==> src/rtl/alu_share_arbiter.sv <==
// rtl/alu_share_arbiter.sv - round-robin sequencer time-sharing one combinational ALU between NREQ requesters
// Optional macro ALU_ARB_LOCK_EN adds req_lock so a requester can keep the grant for back-to-back operations.
module alu_share_arbiter #(
    parameter int NREQ = 2,
    parameter int DW   = 32
) (
    input  logic               clk,
    input  logic               rst_n,
    input  logic [NREQ-1:0]    req_valid,
    output logic [NREQ-1:0]    req_ready,
    input  logic [NREQ*DW-1:0] req_a,
    input  logic [NREQ*DW-1:0] req_b,
    input  logic [NREQ*3-1:0]  req_ctrl,
`ifdef ALU_ARB_LOCK_EN
    input  logic [NREQ-1:0]    req_lock,
`endif
    output logic [NREQ-1:0]    rsp_valid,
    input  logic [NREQ-1:0]    rsp_ready,
    output logic [DW-1:0]      rsp_res,
    output logic               rsp_zero,
    output logic               rsp_err,
    output logic [DW-1:0]      alu_a,
    output logic [DW-1:0]      alu_b,
    output logic [2:0]         alu_ctrl,
    input  logic [DW-1:0]      alu_res,
    input  logic               alu_zero
);
    localparam int              PW       = (NREQ > 1) ? $clog2(NREQ) : 1;
    localparam logic [2:0]      CTRL_ADD = 3'b010;
    localparam logic [NREQ-1:0] ONE      = {{(NREQ-1){1'b0}}, 1'b1};

    typedef enum logic [1:0] {IDLE, EXEC, RESP} state_t;

    state_t          state_q, state_d;
    logic [PW-1:0]   ptr_q, ptr_d;
    logic [PW-1:0]   grant_q, grant_d;
    logic [DW-1:0]   a_q, a_d;
    logic [DW-1:0]   b_q, b_d;
    logic [2:0]      ctrl_q, ctrl_d;
    logic [DW-1:0]   res_q, res_d;
    logic            zero_q, zero_d;
    logic            err_q, err_d;

    logic [2*NREQ-1:0] rot;
    logic              found;
    logic [PW-1:0]     win;
    logic [PW-1:0]     grant_next;
    logic              ctrl_legal;
    logic              lock_hold;

`ifdef ALU_ARB_LOCK_EN
    assign lock_hold = req_lock[grant_q];
`else
    assign lock_hold = 1'b0;
`endif

    // Rotate so bit 0 is the requester at ptr; the lowest set bit wins.
    always_comb begin
        rot   = {req_valid, req_valid} >> ptr_q;
        found = 1'b0;
        win   = '0;
        for (int k = NREQ - 1; k >= 0; k--) begin
            if (rot[k]) begin
                found = 1'b1;
                win   = PW'((int'(ptr_q) + k) % NREQ);
            end
        end
    end

    assign grant_next = (int'(grant_q) == NREQ - 1) ? '0 : grant_q + 1'b1;

    always_comb begin
        case (ctrl_q)
            3'b010, 3'b110, 3'b000, 3'b001, 3'b111: ctrl_legal = 1'b1;
            default:                                ctrl_legal = 1'b0;
        endcase
    end

    always_comb begin
        state_d   = state_q;
        ptr_d     = ptr_q;
        grant_d   = grant_q;
        a_d       = a_q;
        b_d       = b_q;
        ctrl_d    = ctrl_q;
        res_d     = res_q;
        zero_d    = zero_q;
        err_d     = err_q;
        req_ready = '0;
        rsp_valid = '0;
        alu_a     = '0;
        alu_b     = '0;
        alu_ctrl  = CTRL_ADD;
        case (state_q)
            IDLE: begin
                if (found) begin
                    req_ready = ONE << win;
                    grant_d   = win;
                    a_d       = req_a[DW*win +: DW];
                    b_d       = req_b[DW*win +: DW];
                    ctrl_d    = req_ctrl[3*win +: 3];
                    state_d   = EXEC;
                end
            end
            EXEC: begin
                alu_a    = a_q;
                alu_b    = b_q;
                alu_ctrl = ctrl_q;
                // Illegal codes never forward ALU output, so no X can escape.
                res_d    = ctrl_legal ? alu_res : '0;
                zero_d   = ctrl_legal & alu_zero;
                err_d    = ~ctrl_legal;
                state_d  = RESP;
            end
            RESP: begin
                rsp_valid = ONE << grant_q;
                if (rsp_ready[grant_q]) begin
                    ptr_d   = lock_hold ? grant_q : grant_next;
                    state_d = IDLE;
                end
            end
            default: state_d = IDLE;
        endcase
    end

    always_ff @(posedge clk or negedge rst_n) begin
        if (!rst_n) begin
            state_q <= IDLE;
            ptr_q   <= '0;
            grant_q <= '0;
            a_q     <= '0;
            b_q     <= '0;
            ctrl_q  <= CTRL_ADD;
            res_q   <= '0;
            zero_q  <= 1'b0;
            err_q   <= 1'b0;
        end else begin
            state_q <= state_d;
            ptr_q   <= ptr_d;
            grant_q <= grant_d;
            a_q     <= a_d;
            b_q     <= b_d;
            ctrl_q  <= ctrl_d;
            res_q   <= res_d;
            zero_q  <= zero_d;
            err_q   <= err_d;
        end
    end

    assign rsp_res  = res_q;
    assign rsp_zero = zero_q;
    assign rsp_err  = err_q;

endmodule

==> config.mk <==
export PLATFORM = sky130hd
export DESIGN_NAME = alu_share_arbiter
export DESIGN_NICKNAME = d
export VERILOG_FILES = /design/src/rtl/alu_share_arbiter.sv
export SDC_FILE = /design/constraint.sdc
export NUM_CORES = 1
export LEC_CHECK = 0
export ABC_AREA = 1
export CAP_MARGIN = 20
export CORE_MARGIN = 4
export CORE_UTILIZATION = 41
export DETAILED_ROUTE_END_ITERATION = 6
export PLACE_DENSITY = 0.81
export RECOVER_POWER = 100
export REMOVE_ABC_BUFFERS = 1
export SETUP_SLACK_MARGIN = 0.5
export SLEW_MARGIN = 25
export SYNTH_ARGS = -nofsm -noshare
export SYNTH_HDL_FRONTEND = slang
export SYNTH_SLANG_ARGS = --single-unit
==> constraint.sdc <==
create_clock -name clk -period 1.4 [get_ports clk]
set_input_delay 0.21 -clock clk [delete_from_list [all_inputs] [get_ports clk]]
set_output_delay 0.21 -clock clk [all_outputs]
set_load 0.05 [all_outputs]
==> flow_summary.ini <==
[run_status]
outcome = complete, but fails checks
violations = negative setup slack

[timing]
max_slew_margin_pct = 42.8
finalCritPeriodShare_pct = 129
hold_viol_final = 0
max_freq_ghz = 0.556
drv_slew = 0
finalClockSkew_ps = 13.0
finalCriticalPeriod_ps = 1800
rsz0062_at_grt = true
setup_viol = 174
tightest_slew_ps = 857
layout_setup_ws_ps = -399

[power_and_ir_drop]
p_leak_uw = 0.00579
switchingPower_uw = 15200
p_clk_share_pct = 8.5
p_int_uw = 15100
combPwrFrac_pct = 71.8
pwr-share-seq_pct = 19.7
switching_share_pct = 50.3
ir_drop_mv = 1.43
power_density_nw_per_um2 = 2530

[placed_design]
dp_cells = 1216
dp_hpwl_um = 14600
port-buffer-count = 277
post-place-ws_ps = -145
gp_congestion = 0.821

[logic_synthesis]
ys_seq_elements = 105
yosysSeqAreaShare_pct = 46.9
avgSynthCellArea_um2 = 7.08
ys_warn_count = 0
syn_inst = 791
yosysUniqueCellTypes = 18
synth_area_um2 = 5600

[floorplanning]
fp.dieH_um = 125
dieArea_um2 = 15600
start_util_pct = 42.2
top_level_ports = 278
rows = 42
fp.dieW_um = 125
core-area_um2 = 13300

[routing]
route.antenna.remaining_nets = 0
viasPerCell = 5.76
drtIter0Drc = 627
route.detailed.drc = 0
num_vias = 7450
dr.pass1.iters = 5
wl_per_cell_um = 23.8
routed_wl_um = 30800

[setup_path]
start_kind = flip-flop
crit_type = flip-flop to output pin
crit_chain = nor2_4 > buf_12 > inv_12 > buf_16 > nor2_4 > buf_12
crit_path_max_fanout = 10
critical_path.slowest_cell = dfrtp_1
critPathArrivalTime_ps = 1590
startpoint = state_q[1]$_DFFE_PN0P_
slowest_delay_ps = 430
worst_path_dominant_cell_family = buffers and inverters
worstReg2RegStart = state_q[1]$_DFFE_PN0P_
path_buf_inv = 4
crit_path_end_kind = output pin
required_ps = 1190

[hold_path]
hp-class = primary input to flip-flop
holdCritStartpoint = alu_res[26]

[flow_run]
cap_violations = 0

[finish]
finalNonFillerCells = 1294
multi_input_area_um2 = 3510
nFillCells = 449
antenna_cells = 0
layout-drive-gt1-share_pct = 40.4
layout.nets = 1286
syn_to_final_growth_pct = 114
regArea_um2 = 2630

[clock_network]
root_buffer = clkbuf_16
cts_tree = done
clk_pin_slew_worst_paths_ps = 80
cts.sinks = 105
cts_buffer_depth = 2
numCtsBuffers = 9
cts-htree-levels = 3
clkLatencyLatePin_ps = 360

[global_route]
antenna_found_initial = 0
grt_overflow = 0
grt_pass1_wl_um = 35700
grt_pass1_vias = 6875
grt_use_total_pct = 28.4
grt_max_degree = 60
-- sequential cells by signal (all words and copies together) (netlist names) --
name      cells
rsp_res      32
grant_q       1
ctrl_q        3
a_q          32
rsp_zero      1
ptr_q         1
b_q          32
rsp_err       1
state_q       2
-- power groups by stage --
stage | registers, uW | logic (uW) | clock network, uW
global route | 6090 | 22500 | 2690
detailed placement | 5590 | 14900 | 0
CTS | 5570 | 18200 | 2490
global placement | 5520 | 14600 | 0
floorplan | 6610 | 5710 | 0
finish | 5980 | 21800 | 2580
-- synthesized netlist by cell type (all sizes together) --
| library cell | n | area (um2) |
|---|---|---|
| nand2 | 208 | 781 |
| inv | 138 | 518 |
| nand3 | 136 | 681 |
| dfrtp | 104 | 2600 |
| nor2 | 73 | 284 |
| buf | 46 | 235 |
| o21ai | 38 | 198 |
| nand4 | 36 | 225 |
| clkbuf | 10 | 37.5 |
| a21oi | 1 | 16.3 |
| dfstp | 1 | 26.3 |
-- repair_timing --
item,CTS,global route
setup buffers,13,21
pin swaps,12,56
endpoints found under the setup margin,210,210
gates cloned,12,15
hold endpoints to repair,104,0
hold buffers,1,0
resized for setup,172,253
-- cell families (layout without fill, tap and decap cells) --
logic type / Yosys count / after routing / share of synthesized area [%]
and+or+nand+nor: 453 / 453 / 35.2
buffers and inverters: 194 / 521 / 14.1
DFF: 105 / 105 / 46.9
AOI/OAI and AO/OA: 39 / 39 / 3.82
-- worst paths after layout --
path	endpoint	slack, ps	depth (start not counted)
min reg2reg	rsp_err$_DFFE_PN0N_	500	2
max in group asynchronous	b_q[9]$_DFFE_PN0P_	70	3
max	alu_b[25]	-400	6
min in group asynchronous	rsp_res[2]$_DFFE_PN0N_	680	3
min	rsp_res[26]$_DFFE_PN0N_	420	3
max reg2reg	a_q[28]$_DFFE_PN0P_	-330	9
-- metrics by stage --
step / total power (uW) / util (%) / area [um2] / hold WS, ps / setup TNS (ps)
detailed placement: 20500 / 73.3 / 9750 / 228 / -9340
global placement: 20100 / 73.3 / 9750 / 222 / -6630
CTS: 26300 / 83.2 / 11100 / 339 / -34700
global route: 31300 / 90.2 / 12000 / 432 / -54370
finish: 30300 / 90.2 / 12000 / 418 / -49480
floorplan: 12300 / - / 5330 / -85.6 / -307030
-- layout by cell type, fill, tap and decap left out, drive strengths merged --
| cell | synthesis | routed |
|---|---|---|
| clkinvlp | 0 | 4 |
| nor2 | 73 | 73 |
| clkbuf | 10 | 61 |
| nand4 | 36 | 36 |
| inv | 138 | 141 |
| a21oi | 1 | 1 |
| nand2 | 208 | 208 |
| dlygate4sd3 | 0 | 1 |
| buf | 46 | 143 |
| o21ai | 38 | 38 |
| dfrtp | 104 | 104 |
| clkdlybuf4s50 | 0 | 170 |
| dfstp | 1 | 1 |
| bufbuf | 0 | 1 |
| nand3 | 136 | 136 |
-- tightest hold or removal path, stage by stage --
cell and delay, ps:
clkdlybuf4s50_1 400, nand2_1 60, o21ai_1 60
-- routing by layer --
layer  track usage (%)  vias to the layer above  wire [um]
met5                 0                        -          0
met4              15.5                        0       2340
li1                  -                     3115          -
met1              33.2                     3578      10400
met3              5.70                      192       2360
met2              49.0                      565      15700
-- final cells by class --
cell class | instances | area share (%)
tap | 176 | 1.84
timing repair buffer | 366 | 40.0
timing repair inverter | 1 | 0.0731
sequential | 105 | 21.9
inverter | 138 | 4.49
clock buffer | 10 | 1.99
multi-input combinational | 492 | 29.3
clock inverter | 6 | 0.417
(Power assumes the default switching activity.)
